**config.mk**
```make
export PLATFORM = sky130hd
export DESIGN_NAME = bist_sig_ctrl
export DESIGN_NICKNAME = d
export VERILOG_FILES = /design/src/rtl/bist_sig_ctrl.sv
export SDC_FILE = /design/constraint.sdc
export NUM_CORES = 1
export LEC_CHECK = 0
export ABC_CLOCK_PERIOD_IN_PS = 1670
export BUFFER_PORTS_ARGS = -buffer_cell sky130_fd_sc_hd__buf_4
export CAP_MARGIN = 20
export CELL_PAD_IN_SITES_DETAIL_PLACEMENT = 1
export CELL_PAD_IN_SITES_GLOBAL_PLACEMENT = 2
export CORE_MARGIN = 4
export CORE_UTILIZATION = 28
export DETAILED_ROUTE_END_ITERATION = 8
export PLACE_DENSITY = 0.75
export SLEW_MARGIN = 0
export SYNTH_ARGS = -nofsm -noshare
export SYNTH_HDL_FRONTEND = slang
export SYNTH_SLANG_ARGS = --single-unit
```
**constraint.sdc**
```tcl
create_clock -name clk -period 1.67 [get_ports clk]
set_input_delay 0 -clock clk [delete_from_list [all_inputs] [get_ports clk]]
set_output_delay 0 -clock clk [all_outputs]
set_load 0.05 [all_outputs]
```
**src/rtl/bist_sig_ctrl.sv**
```systemverilog
// BIST sequencer and signature checker for an 8-bit MISR: clears the MISR, runs the
// pattern source for N cycles, drains the pipeline, then captures and judges the signature.
module bist_sig_ctrl #(
    parameter int SIG_W    = 8,
    parameter int CNT_W    = 8,
    parameter int PIPE_LAT = 1
) (
    input  logic             clk,
    input  logic             rst,
    input  logic             start,
    input  logic [CNT_W-1:0] num_patterns,
    input  logic [SIG_W-1:0] golden,
    input  logic [SIG_W-1:0] sig_in,
    output logic             misr_clr,
    output logic             tpg_en,
    output logic             test_mode,
    output logic             busy,
    output logic             done,
    output logic             pass,
    output logic [SIG_W-1:0] signature
);

    typedef enum logic [2:0] {
        S_IDLE    = 3'd0,
        S_CLEAR   = 3'd1,
        S_RUN     = 3'd2,
        S_SETTLE  = 3'd3,
        S_COMPARE = 3'd4,
        S_DONE    = 3'd5
    } state_t;

    localparam logic [CNT_W-1:0] CNT_ONE    = CNT_W'(1);
    localparam logic [3:0]       DRAIN_INIT = 4'(PIPE_LAT);

    state_t           state_q, state_d;
    logic [CNT_W-1:0] cnt_q, cnt_d;
    logic [3:0]       drain_q, drain_d;
    logic [SIG_W-1:0] gold_q, gold_d;
    logic [SIG_W-1:0] signature_q, signature_d;
    logic             pass_q, pass_d;
    logic             misr_clr_q, misr_clr_d;
    logic             tpg_en_q, tpg_en_d;
    logic             test_mode_q, test_mode_d;
    logic             busy_q, busy_d;
    logic             done_q, done_d;

    // Next-state, counters and result capture
    always_comb begin
        state_d     = state_q;
        cnt_d       = cnt_q;
        drain_d     = drain_q;
        gold_d      = gold_q;
        signature_d = signature_q;
        pass_d      = pass_q;
        case (state_q)
            S_IDLE: begin
                if (start) begin
                    cnt_d       = num_patterns;
                    gold_d      = golden;
                    pass_d      = 1'b0;
                    signature_d = '0;
                    state_d     = S_CLEAR;
                end else begin
                    state_d = S_IDLE;
                end
            end
            S_CLEAR: begin
                if (cnt_q == '0) begin
                    drain_d = DRAIN_INIT;
                    state_d = S_SETTLE;
                end else begin
                    state_d = S_RUN;
                end
            end
            S_RUN: begin
                // Guarded decrement so the counter can never wrap below zero.
                if (cnt_q != '0) begin
                    cnt_d = cnt_q - CNT_ONE;
                end else begin
                    cnt_d = cnt_q;
                end
                if (cnt_q <= CNT_ONE) begin
                    drain_d = DRAIN_INIT;
                    state_d = S_SETTLE;
                end else begin
                    state_d = S_RUN;
                end
            end
            S_SETTLE: begin
                if (drain_q != 4'd0) begin
                    drain_d = drain_q - 4'd1;
                end else begin
                    drain_d = drain_q;
                end
                if (drain_q <= 4'd1) begin
                    state_d = S_COMPARE;
                end else begin
                    state_d = S_SETTLE;
                end
            end
            S_COMPARE: begin
                signature_d = sig_in;
                pass_d      = (sig_in == gold_q);
                state_d     = S_DONE;
            end
            S_DONE: begin
                state_d = S_IDLE;
            end
            default: begin
                state_d = S_IDLE;
            end
        endcase
    end

    // Control outputs are decoded from the next state so the flops line up with the state
    always_comb begin
        misr_clr_d  = (state_d == S_CLEAR);
        tpg_en_d    = (state_d == S_RUN);
        test_mode_d = (state_d == S_CLEAR) || (state_d == S_RUN) ||
                      (state_d == S_SETTLE) || (state_d == S_COMPARE);
        busy_d      = (state_d != S_IDLE);
        done_d      = (state_d == S_DONE);
    end

    // State and output registers with synchronous active-low reset
    always_ff @(posedge clk) begin
        if (!rst) begin
            state_q     <= S_IDLE;
            cnt_q       <= '0;
            drain_q     <= 4'd0;
            gold_q      <= '0;
            signature_q <= '0;
            pass_q      <= 1'b0;
            misr_clr_q  <= 1'b0;
            tpg_en_q    <= 1'b0;
            test_mode_q <= 1'b0;
            busy_q      <= 1'b0;
            done_q      <= 1'b0;
        end else begin
            state_q     <= state_d;
            cnt_q       <= cnt_d;
            drain_q     <= drain_d;
            gold_q      <= gold_d;
            signature_q <= signature_d;
            pass_q      <= pass_d;
            misr_clr_q  <= misr_clr_d;
            tpg_en_q    <= tpg_en_d;
            test_mode_q <= test_mode_d;
            busy_q      <= busy_d;
            done_q      <= done_d;
        end
    end

    assign misr_clr  = misr_clr_q;
    assign tpg_en    = tpg_en_q;
    assign test_mode = test_mode_q;
    assign busy      = busy_q;
    assign done      = done_q;
    assign pass      = pass_q;
    assign signature = signature_q;

endmodule

```
Yosys cells after proc, flatten, opt, wreduce, memory -nomap -nowiden
Index checks and enable logic that the tools add are counted.
W data, S select, Z words.
{"block": "totals", "input_bits": 27, "regBits": 37, "output_inout_bits": 14, "elab_cells": 61}
{"block": "classes", "n_mux": 16, "addsub": 2, "magnitude_cmp": 2, "n_eq_ne": 15, "n_reduce_logical": 15}
{"cell": "$pmux W8 S2", "count": 2}
{"cell": "$mux W8", "count": 3}
{"cell": "$pmux W3 S5", "count": 1}
{"cell": "$eq A3 B2 Y1 const B", "count": 4}
{"cell": "$mux W4", "count": 3}
{"cell": "$pmux W4 S3", "count": 1}
{"cell": "$ne A2 B2 Y1 const B", "count": 5}
{"cell": "$eq A3 B3 Y1 const B", "count": 3}
{"cell": "$eq A8 B8 Y1", "count": 1}
{"cell": "$le A8 B1 Y1 const B", "count": 1}
{"cell": "$logic_not A8 Y1", "count": 1}
{"cell": "$reduce_bool A8 Y1", "count": 1}
{"cell": "$sub A8 B1 Y8 const B", "count": 1}
{"cell": "$eq A3 B1 Y1 const B", "count": 2}
{"cell": "$reduce_bool A3 Y1", "count": 2}
{"cell": "$le A4 B1 Y1 const B", "count": 1}
{"cell": "$mux W1", "count": 4}
{"cell": "$reduce_and A2 Y1", "count": 2}
{"cell": "$reduce_and A4 Y1", "count": 1}
{"cell": "$reduce_bool A2 Y1", "count": 2}
{"cell": "$reduce_bool A4 Y1", "count": 1}
{"cell": "$sub A4 B1 Y4 const B", "count": 1}
{"cell": "$logic_not A3 Y1", "count": 1}
{"cell": "$logic_or A1 B1 Y1", "count": 3}
{"cell": "other kinds (3)", "count": 3}

Longest topological paths before layout
{"block": "logic_depth", "word_depth": 7, "mapped_depth": 7, "ltp_nobuf": 6}

Least setup slack after synthesis
OpenSTA, ideal clock, no wires.
{"block": "synth_path", "path_kind": "reg-to-reg", "startpoint": "register state_q[1]", "endpoint": "register cnt_q[7]", "stages_incl_launch_ff": 6, "slack_ps": -164, "setup_time_ps": 74, "required_time_ps": 1596, "synth_period_minus_slack_ps": 1834, "arrival_time_ps": 1760, "n_path_buf": 1, "path_cell_list": "dfxtp_1 buf_4 or3b_1 or3_4 or4b_1 a31oi_1"}
{"block": "synth_between", "elab_chain_len": 3, "word_cells_on_any_way": 7, "classes_between": "eq/ne (3); mux (1); reduce/logical (3)"}
{"item": "from (decl)", "line": "35", "source": "state_t state_q, state_d;"}
{"item": "from (signal assigned)", "line": "140", "source": "state_q <= state_d;"}
{"item": "$eq A3 B2 Y1 or $logic_not A3 Y1 (tied branches)", "line": "55", "source": "case (state_q)"}
{"item": "$ne A2 B2 Y1 (no source line) or $reduce_bool A2 Y1 (tied branches)"}
{"item": "$reduce_and A3 Y1 (no source line)"}
{"item": "to (signal assigned)", "line": "141", "source": "cnt_q <= cnt_d;"}
{"item": "to (decl)", "line": "36", "source": "logic [CNT_W-1:0] cnt_q, cnt_d;"}
Parallel ways exist; a longest one is shown, timed or not.
A chain may end at the register's enable or synchronous reset.

Worst setup path after layout
Ends and elaborated chain as after synthesis.

==> results.yml <==
timing:
  skew_ps: 8.598
  finalCritPeriodShare_pct: 105.5
  tightestPinTransition_ps: 403.4
  grt_setup_unrepaired: "yes"
  fin_ws_ps: -91.78
  fmax_ghz: 0.5676
  slew_headroom_pct: 73.07
  setup_viol: 6
  maxSlewViolCount: 0
  tns_ps: -215.1
  fin_crit_ps: 1762
  finalHoldViolations: 0
placed_design:
  placed_area_um2: 2415
  io_buffer_count: 40
  hpwl_mm: 4.039
  gp_congestion: 0.7589
  place_ws_ps: -184.7
  numPlacedInstances: 353
global_routing:
  overflow: 0
  grt_pass1_wl_mm: 9.770
  grt_pass1_vias: 2022
  grt.total_usage_pct: 15.60
  grt_start_max_net_pins: 22
  antenna_found_initial: 0
drt:
  antenna_left: 0
  route.detailed.drc: 0
  firstDrtPassIters: 3
  viasPerCell: 5.094
  routedWlPerCell_um: 15.23
  vias: 1956
  routed_wl_mm: 5.847
  drt_iter0_markers: 66
power_and_ir_drop:
  switching_share_pct: 36.04
  p_switching_mw: 1.210
  clkPwrFrac_pct: 24.3
  powerDensity_nw_per_um2: 1172
  internal_power_mw: 2.148
  power_leakage_nw: 1.193
  ir_drop_mv: 0.4342
  p_comb_share_pct: 43.9
  seqPwrFrac_pct: 31.8
logic_synthesis:
  synth_warnings: 0
  yosys-top-cells-count: "37 x dfxtp_1, 27 x nand2_1, 26 x nor2_1, 15 x a21oi_1, 14 x clkbuf_1"
  synth_top_cell_area_share_pct: 40.24
  synthArstFlopShare_pct: 0
  postSynthAreaPerCell_um2: 8.217
  synth.top_cells.by_area: "dfxtp_1 40%, nand2_1 5.5%, nor2_1 5.3%"
  synth_most_common_cell: "dfxtp_1"
  synth_cells: 224
  syn_area_um2: 1841
  ys_ff_latch: 37
  synth_edf_count: 0
  ys.flop_type: "dfxtp_1"
  ys_seq_area_share_pct: 40.24
  netlist.top_cell.by_area: "dfxtp_1"
  yosysUniqueCellTypes: 48
  syn-num-nets: 255
cts:
  cts_tree: "built"
  clk_pin_slew_ps: 90
  clk_latency_ps: 290
  cts_num_sinks: 37
  htree_levels: 2
  clock-root-buffer: "clkbuf_8"
  cts.path.max_buffers: 2
  numCtsBuffers: 5
worst_hold_path:
  hp-class: "in2reg"
  hold_start: "rst"
floorplan:
  std_cell_rows: 29
  start_util_pct: 28.99
  placeableCoreArea_um2: 6350
  pin_count: 41
  die_h_um: 89.08
  die_w_um: 89.08
  dieArea_um2: 7934
outcome:
  violations: "negative setup slack"
  outcome: "finished, violations left"
critical_path:
  critical_path_arrival_ps: 1990
  worst_setup_path_start_kind: "flip-flop"
  cp_cell_sequence: "or3b_4, or3_4, or4b_1, a31oi_1"
  cp-end-kind: "flip-flop"
  r2r-start: "state_q[1]$_SDFF_PN0_"
  crit_start: "state_q[1]$_SDFF_PN0_"
  required_ps: 1900
  path_delay_family: "simple AND/OR/NAND/NOR gates"
  cp_slowest_cell: "or4b_1"
  setup.worst_path.class: "reg2reg"
  critPathMaxStageDelay_ps: 470
  critPathBufInv: 0
  critPathMaxFanout: 5
final_layout:
  diodes: 0
  final_cells: 384
  finalNetCount: 337
  area_delta_synth_final_pct: 55.74
  finish.instance_area_um2: 2867
  fillers: 734
  drive_gt1_share_pct: 35.18
flow_run:
  drv_cap: 0
-- cell usage in the layout (no fill, tap or decap), drive strengths merged, types with 2 or more instances in the layout --
cell,count
a21o,2
a21oi,15
o2bb2ai,2
a31oi,5
or4b,2
or2,2
clkbuf,5
nand3b,3
or3,2
ha,4
or4,3
nor3,6
o21a,2
nor4,7
nand3,2
nor2,26
dfxtp,37
inv,7
o211ai,3
xor2,8
a311oi,2
a22oi,9
nor2b,2
or3b,2
buf,70
nor3b,3
a221o,2
o21ai,7
dlygate4sd3,20
nand2,27
-- what timing repair did --
action | in CTS | in global routing
buffers inserted | 1 | 2
pin swaps | 5 | 11
hold buffers | 20 | 0
setup endpoints to repair | 13 | 22
hold endpoints to repair | 20 | 0
gates resized for setup | 12 | 15
-- worst paths after layout --
check                                              end  slack, ps  depth (start not counted)
worst min-delay path             state_q[2]$_SDFF_PN0_         20                          2
worst min register to register  gold_q[6]$_SDFFE_PN0P_        480                          2
worst max register to register   cnt_q[7]$_SDFFE_PN0P_        -90                          4
worst max-delay path             cnt_q[7]$_SDFFE_PN0P_        -90                          4
-- flip-flops by register name, indices dropped and copies added, names as in the netlist --
register,count
cnt_q,8
gold_q,8
signature,8
drain_q,4
state_q,3
busy,1
done,1
misr_clr,1
pass,1
test_mode,1
tpg_en,1
-- kinds of logic (layout without fill, tap and decap cells) --
group / after synthesis / count (layout) / share of synthesized area, %
simple gates: 93 / 93 / 25.90
fa+ha+maj: 4 / 4 / 2.719
compound gates: 60 / 60 / 22.64
flops: 37 / 37 / 40.24
buf+inv: 22 / 105 / 4.691
xor+xnor: 8 / 8 / 3.807
-- power by group through the flow --
stage | Sequential [mW] | Clock, mW | Combinational [mW]
3_3_place_gp | 1.08 | 0 | 1.22
3_5_place_dp | 1.09 | 0 | 1.23
4_1_cts | 1.07 | 0.837 | 1.39
2_1_floorplan | 1.16 | 0 | 0.682
5_1_grt | 1.08 | 0.878 | 1.62
6_report | 1.07 | 0.817 | 1.47
-- routing by layer --
metal | wire length, um | share of wire (%) | global-route usage (%)
met4 | 53 | 0.91 | 3.248
met5 | 0 | 0 | 0
met2 | 2984 | 51 | 26.38
met1 | 2615 | 45 | 20.34
met3 | 194 | 3.3 | 3.687
-- final cells by class --
type | count | area (um^2) | area share, %
Clock buffer | 5 | 68.82 | 2.401
Timing Repair Buffer | 90 | 742.0 | 25.88
Clock inverter | 3 | 46.29 | 1.615
Tap cell | 77 | 96.34 | 3.361
Sequential cell | 37 | 747.0 | 26.06
Inverter | 7 | 26.28 | 0.9166
Multi-Input combinational cell | 165 | 1140 | 39.76
-- per-stage QoR --
step,hold slack (ps),total power [mW],util (%)
2_1_floorplan,130.1,1.838,-
3_3_place_gp,248.4,2.307,38.03
3_5_place_dp,256.8,2.321,38.03
4_1_cts,12.93,3.296,44.02
5_1_grt,9.298,3.586,45.14
6_report,18.78,3.358,45.14
Power figures use the tool's default switching activity.
